`config.mk`:
```
export PLATFORM = sky130hd
export DESIGN_NAME = seg7_scan_driver
export DESIGN_NICKNAME = d
export VERILOG_FILES = /design/src/rtl/seg7_pkg.sv /design/src/rtl/seg7_hex_decode.sv /design/src/rtl/seg7_scan_driver.sv
export SDC_FILE = /design/constraint.sdc
export NUM_CORES = 1
export LEC_CHECK = 0
export BUFFER_PORTS_ARGS = -buffer_cell sky130_fd_sc_hd__buf_2
export CORE_MARGIN = 2
export CORE_UTILIZATION = 34
export DETAILED_ROUTE_END_ITERATION = 6
export PLACE_DENSITY_LB_ADDON = 0.12
export SLEW_MARGIN = 20
export SYNTH_ARGS = -nofsm -noshare
export SYNTH_HDL_FRONTEND = slang
export SYNTH_SLANG_ARGS = --single-unit
```
`constraint.sdc`:
```
create_clock -name segclk -period 4.6 [get_ports segclk]
set_clock_uncertainty 0.1 [all_clocks]
set_input_delay 0.46 -clock segclk [delete_from_list [all_inputs] [get_ports segclk]]
set_output_delay 0.46 -clock segclk [all_outputs]
set_load 0.02 [all_outputs]
```
`src/rtl/seg7_pkg.sv`:
```
// Shared constants for the eight-digit seven-segment scan driver:
// register selects, digit count, blank code and the hex glyph table.
package seg7_pkg;

    typedef enum logic [1:0] {
        REG_VAL_LO = 2'b00,
        REG_CTRL   = 2'b01,
        REG_VAL_HI = 2'b10,
        REG_NONE   = 2'b11
    } seg7_reg_e;

    localparam int NUM_DIGITS = 8;
    localparam int IDX_W      = $clog2(NUM_DIGITS);

    localparam logic [7:0] BLANK_CODE = 8'hFF;

    // Active-low glyphs, bit0=a .. bit6=g, bit7=dp (always off). Entry 15 first.
    localparam logic [15:0][7:0] HEX_SEG = {
        8'h8E, 8'h86, 8'hA1, 8'hC6, 8'h83, 8'h88, 8'h90, 8'h80,
        8'hF8, 8'h82, 8'h92, 8'h99, 8'hB0, 8'hA4, 8'hF9, 8'hC0
    };

endpackage

```
`src/rtl/seg7_hex_decode.sv`:
```
// Combinational nibble to active-low seven-segment pattern (dp off).
module seg7_hex_decode
    import seg7_pkg::*;
(
    input  logic [3:0] nibble,
    output logic [7:0] seg
);

    assign seg = HEX_SEG[nibble];

endmodule

```
`src/rtl/seg7_scan_driver.sv`:
```
// Memory-mapped 8-digit multiplexed seven-segment driver on the CPU IO bus.
// Optional blink support is built when SEG7_BLINK_EN is defined.
module seg7_scan_driver
    import seg7_pkg::*;
#(
    parameter int unsigned SCAN_DIV  = 50000,
    parameter int unsigned BLINK_DIV = 8000000
) (
    input  logic                  segclk,
    input  logic                  segrst,
    input  logic                  segwrite,
    input  logic                  segcs,
    input  logic [1:0]            segaddr,
    input  logic [15:0]           seginputdata,
    output logic [NUM_DIGITS-1:0] seg_an,
    output logic [7:0]            seg_out
);

    localparam int unsigned SCAN_W = (SCAN_DIV > 2) ? $clog2(SCAN_DIV) : 1;
    localparam logic [SCAN_W-1:0] SCAN_LAST = SCAN_W'(SCAN_DIV - 1);

    if (SCAN_DIV < 2) begin : g_bad_scan_div
        $error("SCAN_DIV must be at least 2");
    end
    if (BLINK_DIV < 2) begin : g_bad_blink_div
        $error("BLINK_DIV must be at least 2");
    end

    logic [31:0]           value;
    logic [NUM_DIGITS-1:0] blank_mask;
    logic [NUM_DIGITS-1:0] blink_mask;
    logic                  blink_phase;
    logic [SCAN_W-1:0]     cnt;
    logic [IDX_W-1:0]      idx;
    logic                  wr_en;
    logic                  dark;
    logic [7:0]            glyph;

    assign wr_en = segwrite & segcs;

    // NOTE: every clocked process uses non-blocking assignments so all
    // registers sample the pre-edge values and no ordering race exists.
    always_ff @(posedge segclk) begin
        if (segrst) begin
            value      <= '0;
            blank_mask <= '0;
        end else if (wr_en) begin
            case (seg7_reg_e'(segaddr))
                REG_VAL_LO: value[15:0]  <= seginputdata;
                REG_VAL_HI: value[31:16] <= seginputdata;
                REG_CTRL:   blank_mask   <= seginputdata[7:0];
                default:    ;
            endcase
        end
    end

    // Digit hold counter; idx wraps 7 -> 0 through natural overflow.
    always_ff @(posedge segclk) begin
        if (segrst) begin
            cnt <= '0;
            idx <= '0;
        end else if (cnt == SCAN_LAST) begin
            cnt <= '0;
            idx <= idx + 1'b1;
        end else begin
            cnt <= cnt + 1'b1;
        end
    end

`ifdef SEG7_BLINK_EN
    localparam int unsigned BLINK_W = (BLINK_DIV > 2) ? $clog2(BLINK_DIV) : 1;
    localparam logic [BLINK_W-1:0] BLINK_LAST = BLINK_W'(BLINK_DIV - 1);

    logic [BLINK_W-1:0] blink_cnt;

    // Free-running phase, deliberately not aligned to the digit scan.
    always_ff @(posedge segclk) begin
        if (segrst) begin
            blink_cnt   <= '0;
            blink_phase <= 1'b0;
            blink_mask  <= '0;
        end else begin
            if (blink_cnt == BLINK_LAST) begin
                blink_cnt   <= '0;
                blink_phase <= ~blink_phase;
            end else begin
                blink_cnt <= blink_cnt + 1'b1;
            end
            if (wr_en && (seg7_reg_e'(segaddr) == REG_CTRL)) begin
                blink_mask <= seginputdata[15:8];
            end
        end
    end
`else
    assign blink_mask  = '0;
    assign blink_phase = 1'b0;
`endif

    assign dark = blank_mask[idx] | (blink_mask[idx] & blink_phase);

    seg7_hex_decode u_decode (
        .nibble (value[{idx, 2'b00} +: 4]),
        .seg    (glyph)
    );

    always_ff @(posedge segclk) begin
        if (segrst) begin
            seg_an  <= '1;
            seg_out <= BLANK_CODE;
        end else begin
            seg_an  <= ~(NUM_DIGITS'(1) << idx);
            seg_out <= dark ? BLANK_CODE : glyph;
        end
    end

endmodule

```
======== Yosys cells after proc, flatten, opt, wreduce, memory -nomap -nowiden ========
Memories as Yosys holds them, arrays and structs flattened. A register that Yosys moved wholly into a read port is not among the register bits.
Cells that the tools add are included.
W data, S select, Z words.
storage, ports and cells
  flip-flop bits (word level) ............. 67
  output and inout bits ................... 16
  bits in read-only memories .............. 128
  bits of input ports ..................... 22
  logic and storage cells ................. 25
  memories ................................ 1
memory list
  memory            words  width  read ports  clocked after memory_dff  write ports  line                  text
  (name not given)  16     8      1           1                         0            seg7_hex_decode.sv:9  assign seg = HEX_SEG[nibble];
operators by class
  shifts and indexed selects .............. 2
  add/sub/neg operators ................... 2
  reductions and logical operators ........ 6
  equal/unequal tests ..................... 3
  bitwise gates (word level) .............. 2
  mux-type cells .......................... 2
  order comparisons ....................... 1
operators with widths
  cell                     number
  $shiftx A32 B6 Y4        1
  $add A16 B1 Y16 const B  1
  $eq A16 B16 Y1 const B   1
  $not A8 Y8               1
  $shl A1 B3 Y8 const A    1
  $reduce_and A2 Y1        3
  $lt A3 B4 Y1 const B     1
  $reduce_or A2 Y1         2
  $add A3 B1 Y3 const B    1
  $bmux W1 S3              1
  $eq A2 B1 Y1 const B     1
  $eq A2 B2 Y1 const B     1
  $logic_not A2 Y1         1
  $and A1 B1 Y1            1
  $mux W1                  1

======== Longest topological paths before layout ========
  depth after elaboration ................. 3
  gate-level depth with buffers ........... 10

======== Modules after synthesis ========
From an unflattened synthesis, not the netlist that was laid out.
second synthesis, totals
  cells, all modules ...................... 377
  area total of the unflattened synthesis .. 3279.4 sq um
by module, submodules not included
  module            instances  area each (sq um)  cells an instance
  seg7_scan_driver  1          2996.6             340
  seg7_hex_decode   1          282.8              37

======== Worst setup path after synthesis ========
OpenSTA, ideal clock, no wires.
  path type ............................... register to register
  start point ............................. reg idx[0]
  end point ............................... reg seg_out[4]
  arrival time ............................ 2054 ps
  required time ........................... 4421 ps
  path buffers ............................ 1
  path slack .............................. 2368 ps
  clock period less this slack ............ 2232 ps
  stages on the path, launching flop included .. 10
  cell sequence ........................... dfxtp_1 > buf_6 > mux4_1 > nand2_1 > nand2_1 > inv_1 > ha_1 > nor2_1 > a221o_1 > o211ai_1
on the way
  word-level cells in the longest chain between the ends .. 3
  elaborated cells on any way between the ends .. 4
  those cells by class .................... shift (1); mux (2); reduce/logical (1)
RTL lines
  item                                                                       line                    text
  start: declaration                                                         seg7_scan_driver.sv:34  logic [IDX_W-1:0] idx;
  start signal: assignment                                                   seg7_scan_driver.sv:64  idx <= idx + 1'b1;
  parallel branches: the longest is 3 deep, another holds $shiftx A32 B6 Y4  -
  end: declaration                                                           seg7_scan_driver.sv:16  output logic [7:0] seg_out
Parallel ways; which one is timed is not known. The select of a mux whose other input is x is not followed.
A chain may end at the register's enable or synchronous reset.

======== Final worst setup path ========
  start point ............................. reg idx[0]
  end point ............................... reg seg_out[0]
Same word-level chain as after synthesis.

==> out/summary.txt <==
result of the run -> completed
share of power burned in the clock network -> 43.2%
flip-flop cell with the highest count after synthesis -> sky130_fd_sc_hd__dfxtp_1
sequential cell fraction of total power -> 51.2%
TritonCTS buffer count -> 9
largest vdd supply drop -> 0.1566 mV
sum of routed wire length over all layers -> 7.112 mm
antenna violations before repair -> 0
H-tree levels -> 3
worst setup slack for register-to-register paths -> 1860 ps
worst-path fanout max -> 13
Crit. Startpoint -> idx[0]$_SDFFE_PP0N_
min-delay src -> seginputdata[9]
GRT overflow -> 0
share of the synthesized area in the top cell type -> 45.38%
Synth Warn # -> 0
sinks on the clock net -> 74
distinct cell type count of the synthesized netlist -> 43
ordered list of cells on the worst path -> mux4_1, mux2i_1, and3_1, a22o_1, o21ai_1
remaining number of nets flagged by the antenna check after routing -> 0
die height -> 102.0 um
Hold Violations, Final -> 0
average detailed-routed wire length per instance -> 13.29 um
DIE AREA -> 10400 sq um
logic gate share of total power -> 5.6%
CTS tree -> done
layout net count -> 437
DRT iter0 DRCs -> 96
cell with the most instances after synthesis -> sky130_fd_sc_hd__nand2_1
setup-violating endpoint count in the final report -> 0
routability congestion estimate from global placement -> 0.7762
total inserted antenna cells -> 0
RR Startpoint -> idx[0]$_SDFFE_PP0N_
cell type with the highest aggregate area in the netlist -> sky130_fd_sc_hd__dfxtp_1
via count of the first global-routing pass -> 2338
Synth top cells by count -> sky130_fd_sc_hd__nand2_1, sky130_fd_sc_hd__dfxtp_1, sky130_fd_sc_hd__a21oi_1, sky130_fd_sc_hd__nor2_1
first-pass GRT wire length -> 11.79 mm
leakage component of the power -> 1.431 nW
number of synthesized flops with an enable pin -> 0
fraction of power spent switching nets -> 22.77%
remaining max-slew budget at the tightest pin -> 30.84%
DR vias/cell -> 4.755
worst endpoint data arrival time -> 2850 ps
DRC viols -> 0
Mean Syn Cell Area -> 8.799 sq um
clock slew seen by the registers of the worst setup and hold paths -> 80 ps
total via count after detailed routing -> 2544
Placed Cells -> 520
unrepaired setup endpoints after global routing -> false
Hold WS -> 251.8 ps
internal power contribution -> 0.0009969 W
maximum clock insertion buffer count -> 2
kind of critical path -> flop to flop
post-synthesis register bit count -> 74
family of cells with the greatest summed delay on the critical path -> multiplexers
count of hold buffers inserted by post-cts repair -> 0
Slew Limit Fails -> 0
delay contributed by the slowest stage of the critical path -> 800 ps
Area Growth Syn to Fin -> 14.99%
count of buffering cells on the critical path with inverters included -> 0
Design Power -> 0.001291 W
Rows -> 35
number of iterations in the first detailed-routing pass -> 4
cell area after technology mapping -> 3264 sq um
clock latency on the worst-skew pair -> 350 ps
fraction of registers with async set/reset -> 0%
post-detail-place hpwl -> 4.863 mm
summed negative setup slack over all endpoints -> 0 ps
Crit path depth -> 5
# IOs -> 38
number of nets in the synthesized netlist -> 406
cts repair resizes -> 0
min Tclk post-route -> 2742 ps
CP max stage cell -> sky130_fd_sc_hd__mux2i_1
Core Region -> 9284 sq um
effective utilization at floorplan -> 35.16%
Synth area leaders -> sky130_fd_sc_hd__dfxtp_1, sky130_fd_sc_hd__nand2_1, sky130_fd_sc_hd__a21oi_1
number of standard cells in the layout, taps in and fillers out -> 535
final cycle utilization of the critical path -> 59.61%
proportion of layout cells with a drive suffix above 1 -> 15.76%
clock tree root buffer cell -> sky130_fd_sc_hd__clkbuf_8
data required time of the worst path -> 4710 ps
fraction of the yosys area taken by sequential cells -> 45.38%
number of fill cells in the layout -> 975
category of the worst setup path launch point -> flop
GRT Util Overall -> 14.90%
maximum number of pins on one net before global-route repair -> 50
Pwr Density -> 343.9 nW/um^2
Max-Cap Viols -> 0
width of the die -> 102.0 um
sort of element at the end of the critical path -> flop
highest attainable clock frequency -> 364.7 MHz
switching power total -> 0.0002940 W
Hold/Removal Path Class -> input pin to flop
port buffer count -> 36
Tightest Pin Transition -> 1009 ps
post-CTS setup buffer count -> 0
worst-case reg-to-reg path depth -> 5
crit path to -> seg_out[0]$_SDFF_PP1_
number of instances in the synthesized netlist -> 371
worst reg2reg endpoint -> seg_out[0]$_SDFF_PP1_
[layout by cell type (no fill, tap or decap), types with 3 or more instances in the layout]
| cell | instances |
|---|---|
| sky130_fd_sc_hd__mux4_1 | 6 |
| sky130_fd_sc_hd__nand2_1 | 99 |
| sky130_fd_sc_hd__a21oi_1 | 43 |
| sky130_fd_sc_hd__clkbuf_8 | 10 |
| sky130_fd_sc_hd__dfxtp_1 | 74 |
| sky130_fd_sc_hd__and3_1 | 3 |
| sky130_fd_sc_hd__ha_1 | 13 |
| sky130_fd_sc_hd__nand2b_1 | 4 |
| sky130_fd_sc_hd__xnor2_1 | 8 |
| sky130_fd_sc_hd__nor2_1 | 30 |
| sky130_fd_sc_hd__nand4_1 | 3 |
| sky130_fd_sc_hd__xor2_1 | 7 |
| sky130_fd_sc_hd__mux2_2 | 3 |
| sky130_fd_sc_hd__nand3_1 | 11 |
| sky130_fd_sc_hd__buf_2 | 36 |
| sky130_fd_sc_hd__o211ai_1 | 3 |
| sky130_fd_sc_hd__nor3_1 | 6 |
| sky130_fd_sc_hd__mux2i_1 | 6 |
| sky130_fd_sc_hd__inv_1 | 9 |
[registers in the layout, indices dropped and copies added, names as in the netlist]
signal / cells
value: 32
cnt: 16
blank_mask: 8
seg_an: 8
seg_out: 7
idx: 3
[cell families after synthesis]
group,share of synthesized area (%)
buffers and inverters,3.717
XOR/XNOR,4.025
adder cells (fa/ha/maj),4.983
multiplexers,9.544
flip-flops,45.38
AO/OA/AOI/OAI,10.96
AND/OR/NAND/NOR,21.27
other,0.1149
[stage by stage]
stage | worst slack, ps | util (%) | cell area (sq um)
after floorplan | 2368 | - | 3264
after global placement | 1885 | 38.10 | 3537
after detailed placement | 1836 | 38.10 | 3537
after CTS | 1832 | 40.43 | 3754
after global routing | 1592 | 40.43 | 3754
final | 1858 | 40.43 | 3754
[per-layer routing]
layer	up-vias	share of wire (%)	GRT usage [%]
li1	1307	-	-
met1	1165	51	20.64
met2	57	42	21.86
met3	15	4.3	4.036
met4	0	2.3	6.462
met5	-	0	0
[worst reg2reg max path, cell delays in order (launching register included)]
cell and delay [ps]:
sky130_fd_sc_hd__dfxtp_1 610, sky130_fd_sc_hd__mux4_1 610, sky130_fd_sc_hd__mux2i_1 800, sky130_fd_sc_hd__and3_1 310, sky130_fd_sc_hd__a22o_1 130, sky130_fd_sc_hd__o21ai_1 60
[power by group through the flow]
| stage | Sequential [W] | Combinational (W) | Clock [W] |
|---|---|---|---|
| 2_1_floorplan | 0.000681 | 0.0000399 | 0 |
| 3_3_place_gp | 0.000676 | 0.0000728 | 0 |
| 3_5_place_dp | 0.000677 | 0.0000729 | 0 |
| 4_1_cts | 0.000661 | 0.0000731 | 0.000570 |
| 5_1_grt | 0.000663 | 0.0000817 | 0.000602 |
| 6_report | 0.000661 | 0.0000724 | 0.000557 |
[worst min path at each step]
stage / end / slack, ps / cells after the start
floorplan: cnt[0]$_SDFF_PP0_ / 330 / 1
global placement: value[30]$_SDFFE_PP0P_ / 340 / 2
detailed placement: value[29]$_SDFFE_PP0P_ / 340 / 2
CTS: value[9]$_SDFFE_PP0P_ / 240 / 3
global route: value[29]$_SDFFE_PP0P_ / 250 / 3
finish: value[9]$_SDFFE_PP0P_ / 250 / 3
[layout make-up]
cell class / count / area [sq um] / area share [%]
Sequential cell: 74 / 1481 / 39.47
Clock buffer: 10 / 137.6 / 3.667
Timing Repair Buffer: 38 / 195.2 / 5.200
Inverter: 10 / 37.54 / 1.000
Multi-Input combinational cell: 269 / 1662 / 44.27
Tap cell: 129 / 161.4 / 4.300
Clock inverter: 5 / 78.83 / 2.100
(Power assumes the default switching activity.)
